## src/rtl/sb_trig_holdoff.sv

```systemverilog
// sb_trig_holdoff: turns a one-cycle trigger into an acknowledged request with holdoff dead-time
// and keeps saturating accept/miss counters.
module sb_trig_holdoff (
    input  logic        CLK120,
    input  logic        RESET,
    input  logic        TRIG_IN,
    input  logic        ENABLE,
    input  logic [11:0] HOLDOFF,
    input  logic        TRIG_ACK,
    input  logic        COUNT_CLEAR,
    output logic        TRIG_OUT,
    output logic        TRIG_PENDING,
    output logic        BUSY,
    output logic [15:0] ACCEPT_COUNT,
    output logic [15:0] MISS_COUNT
);
    typedef enum logic [1:0] {ST_IDLE, ST_PENDING, ST_HOLDOFF} state_t;
    state_t      state, state_nxt;
    logic [11:0] cnt, cnt_nxt;
    logic        accept, miss;
    always_comb begin
        state_nxt = state;
        cnt_nxt   = cnt;
        accept    = 1'b0;
        case (state)
            ST_IDLE: begin
                accept    = TRIG_IN && ENABLE;
                state_nxt = accept ? ST_PENDING : ST_IDLE;
            end
            ST_PENDING: if (TRIG_ACK) begin
                cnt_nxt   = HOLDOFF;
                state_nxt = (HOLDOFF != 12'd0) ? ST_HOLDOFF : ST_IDLE;
            end
            ST_HOLDOFF: begin
                cnt_nxt   = cnt - 12'd1;
                state_nxt = (cnt == 12'd1) ? ST_IDLE : ST_HOLDOFF;
            end
            default: state_nxt = ST_IDLE;
        endcase
    end
    assign miss         = TRIG_IN && (state != ST_IDLE);
    assign TRIG_PENDING = (state == ST_PENDING);
    assign BUSY         = (state != ST_IDLE);
    always_ff @(posedge CLK120 or posedge RESET) begin
        if (RESET) begin
            state        <= ST_IDLE;
            cnt          <= 12'd0;
            TRIG_OUT     <= 1'b0;
            ACCEPT_COUNT <= 16'd0;
            MISS_COUNT   <= 16'd0;
        end else begin
            state    <= state_nxt;
            cnt      <= cnt_nxt;
            TRIG_OUT <= accept;
            // clear wins over a same-cycle increment
            if (COUNT_CLEAR) begin
                ACCEPT_COUNT <= 16'd0;
                MISS_COUNT   <= 16'd0;
            end else begin
                if (accept && ACCEPT_COUNT != 16'hFFFF) ACCEPT_COUNT <= ACCEPT_COUNT + 16'd1;
                if (miss && MISS_COUNT != 16'hFFFF) MISS_COUNT <= MISS_COUNT + 16'd1;
            end
        end
    end
endmodule

```

## config.mk

```make
export PLATFORM = sky130hd
export DESIGN_NAME = sb_trig_holdoff
export DESIGN_NICKNAME = d
export VERILOG_FILES = /design/src/rtl/sb_trig_holdoff.sv
export SDC_FILE = /design/constraint.sdc
export NUM_CORES = 1
export LEC_CHECK = 0
export CAP_MARGIN = 20
export CORE_MARGIN = 5
export CORE_UTILIZATION = 40
export DETAILED_ROUTE_END_ITERATION = 6
export PLACE_DENSITY = 0.66
export SETUP_SLACK_MARGIN = 0.02
export SLEW_MARGIN = 20
export SYNTH_ARGS = -nofsm -noshare
export SYNTH_HDL_FRONTEND = slang
export SYNTH_SLANG_ARGS = --single-unit
```

## constraint.sdc

```tcl
create_clock -name CLK120 -period 2.6 [get_ports CLK120]
set_input_delay 0.78 -clock CLK120 [delete_from_list [all_inputs] [get_ports CLK120]]
set_output_delay 0.78 -clock CLK120 [all_outputs]
set_load 0.01 [all_outputs]
```

==> results by group <==
Clock network
  • CTS tree: built
  • H-tree levels: 2
  • Clock input transition at the sequential cells of the worst setup and hold paths: 0.09 ns
  • # hold bufs at CTS: 0
  • Setup fix buffers added after clock tree synthesis: 0
  • Clk Tree Root Cell: clkbuf_8
  • TritonCTS Buffers: 5
  • Clock net sink count: 47
  • Later-pin clock latency in the skew report: ~0.30 ns
  • Maximum count of clock buffers along a single path: 2
  • CTS resizes: 0

Setup path
  • Type of the worst setup path: reg2out
  • Element type at the critical path end: output pin
  • Maximum single-stage delay on the critical path: 0.49 ns
  • Required time of the critical path: 1.82 ns
  • Maximum fanout along the worst path: 9
  • Data arrival time of the critical path: 1.63 ns
  • Cells along the critical path: or2_2 -> clkdlybuf4s50_1
  • Slowest cell on crit path: dfrtp_1
  • Sort of element at the start of the critical path: register

Logic synthesis
  • Mux cell area share after synthesis: 1.52%
  • Synth Area in Adders: 1.84%
  • Largest area contributor in the synthesized netlist: dfrtp_1
  • Post-synth cell types: 56
  • Post-synth EDFFs: 0
  • Total of warnings raised by yosys: 0
  • Simple-gate area share of the yosys netlist: 29.5%
  • Seq/Total Area, Yosys: a little over two fifths
  • Synthesized area: 0.00272 mm2
  • Yosys top cell area share: 43.3%
  • Largest cells by area after synthesis: dfrtp_1 43%, a21oi_1 5.0%, or4_1 3.3%
  • Xor and xnor area share after synthesis: 0%
  • Number of instances in the synthesized netlist: 295
  • #FFs+latches synth: 47
  • Share of async-settable or async-resettable flops after synthesis: 100%
  • Post-synthesis compound-gate area fraction: 20.4%
  • Average footprint of a synthesized cell: 9.22 um2
  • Syn Nets: ~320
  • Primary FF master, synth: dfrtp_1
  • Main combinational cell family by area after synthesis: simple AND/OR/NAND/NOR gates

Job
  • Number of max-capacitance violations reported: 0

Timing
  • Setup repair after global routing missed its margin: false
  • Final setup margin: between 0.15 and 0.2 ns
  • Number of setup violations in the final report: 0
  • Final hold vios: 0
  • Max-slew violations: 0
  • Transition at the pin with the smallest max-transition slack: a little under 0.5 ns
  • Post-Route Skew: 0.00858 ns
  • Max transition margin: 67.3%
  • Part of the cycle the worst path needs: approximately 93%
  • Tmin final: 2.41 ns
  • Tightest hold margin: 0.511 ns
  • Maximum operating frequency: 0.414 GHz

Layout
  • Antenna Diode Count: 0
  • Share of final-layout standard cells stronger than drive strength 1: 12.1%
  • Post-layout instance area: 0.00355 mm2
  • Net count of the finished layout: ~390
  • P&R area growth vs syn: 30.7%

Die
  • Placeable core area: 0.00672 mm2
  • Y dimension of the die: 92.4 um
  • Count of boundary I/O pins: 53
  • Initial core utilization: ~40%
  • Overall die width: 92.4 um
  • Row count: 30
  • Full die area: 0.00855 mm2

Drt
  • DRC violations left: 0
  • Average vias per placed instance: 6.00
  • Total wirelength of the detailed-routed design: 7080 um
  • Number of iterations in the first detailed-routing pass: 4
  • Average wire per standard cell: 15.9 um
  • 1st-iter DRT viols: 203
  • DRT antenna net count: 0
  • Count of vias placed by the detailed router: 2664

Global routing
  • Antenna violations before repair: 0
  • Largest net degree at the start of global routing: 21
  • Vias in the first global route: 2489
  • Overflow after GRT: 0
  • First-pass GRT wire length: about 12000 um
  • Total global-route track usage: 16.8%

Placement
  • Routability cong.: 0.839
  • Area after DPL: 0.00345 mm2
  • Count of port buffers added during placement: 52
  • HPWL after detailed placement: 5260 um
  • Worst slack, placed: -0.0340 ns

Hold path
  • HP Class: reg2reg

Power
  • Worst IR Drop VDD: 0.358 mV
  • Leak pwr: ~1.3 nW
  • Pwr per Cell Area: about 600 mW/mm2
  • Power, Total: approximately 0.0021 W

Run status
  • Outcome: finished clean
-- path summary, 6_finish.rpt --
kind,startpoint,to,slack [ns],cells past startpoint
hold / removal,cnt[11]$_DFFE_PP0P_,cnt[11]$_DFFE_PP0P_,0.51,1
setup reg to reg,ACCEPT_COUNT[0]$_DFFE_PP0P_,ACCEPT_COUNT[14]$_DFFE_PP0P_,0.57,6
hold reg to reg,cnt[11]$_DFFE_PP0P_,cnt[11]$_DFFE_PP0P_,0.51,1
max in group asynchronous,RESET,MISS_COUNT[11]$_DFFE_PP0P_,1.22,3
setup / recovery,state[0]$_DFFE_PP0P_,BUSY,0.19,2
min in group asynchronous,RESET,ACCEPT_COUNT[6]$_DFFE_PP0P_,0.77,2
-- sequential cells by signal (all words and copies together) (netlist names) --
register      cells
MISS_COUNT       16
ACCEPT_COUNT     16
state             2
cnt              12
TRIG_OUT          1
-- cell type report --
type                            count  area, um2
Clock buffer                        6       72.6
Timing Repair Buffer               73        678
Tap cell                           80        100
Inverter                           13       48.8
Fill cell                         616       3170
Multi-Input combinational cell    224       1450
Sequential cell                    47       1180
Clock inverter                      1       30.0
-- per-layer routing --
| layer | track usage (%) | share of wire, % | vias to the layer above |
|---|---|---|---|
| met2 | 26.4 | 46 | 80 |
| met3 | 3.74 | 6.1 | 11 |
| met5 | 0 | 0 | - |
| li1 | - | - | 1278 |
| met4 | 3.96 | 1.2 | 0 |
| met1 | 23.5 | 47 | 1295 |
-- Yosys cell counts (2+ instances only) --
cell      number
nor3b_1        2
clkbuf_1       7
or4_1         12
mux2i_1        3
nand2_1       19
o211ai_1       4
o21ba_2        2
o21bai_1       2
nand3_1       16
o31ai_1       11
a311oi_1       3
nand3b_1       2
nor4_1        11
or3_1         10
o22ai_1        2
or2_2          4
buf_2          4
and3_1         2
and2_1         2
nor3_1         9
a41oi_1        2
a31oi_1        3
a211oi_1       4
a21oi_1       27
nor2b_1        3
a31o_2         3
o21a_1         2
inv_1         13
o21ai_0       11
and4_1         3
nor2_1        12
nand2b_1       7
nand4_1        6
ha_1           4
dfrtp_1       47
-- cell families after synthesis --
logic type	Yosys count
simple gates	132
flops	47
mux	4
fa+ha+maj	4
buf+inv	24
compound gates	84
-- where the power goes --
part           internal (W)  total, W  switching [W]  leakage (nW)
clock network      0.000282  0.000530       0.000248        0.0513
logic              0.000302  0.000614       0.000312         0.676
registers          0.000843  0.000986       0.000143         0.617
total               0.00143   0.00213       0.000702          1.34
-- stage by stage --
| step | util (%) | cells | setup TNS (ns) |
|---|---|---|---|
| global placement | 51.4 | 437 | -0.00991 |
| CTS | 52.9 | 444 | 0 |
| detailed placement | 51.4 | 437 | -0.0637 |
| floorplan | - | 295 | 0 |
| global route | 52.9 | 444 | 0 |
| finish | 52.9 | 444 | 0 |
-- worst max-delay path, delay by kind of cell, from the launching register on --
| family | cells | cell delay, ns |
|---|---|---|
| and+or+nand+nor | 1 | 0.35 |
| buffers and inverters | 1 | 0.49 |
| DFF | 1 | 0.49 |
-- placed cells by master, fill, tap and decap left out, types with 4 or more instances in the layout --
master           count
clkbuf_8             5
nand2b_1             7
nor2_1              12
dfrtp_1             47
o31ai_1             11
nor4_1              11
o211ai_1             4
nor3_1               9
a21oi_1             27
nand2_1             19
or3_1               10
or4_1               12
ha_1                 4
nand4_1              6
or2_2                4
nand3_1             16
inv_1               12
o21ai_0             11
clkdlybuf4s50_1     52
buf_4               21
a211oi_1             4
(Power assumes the default switching activity.)
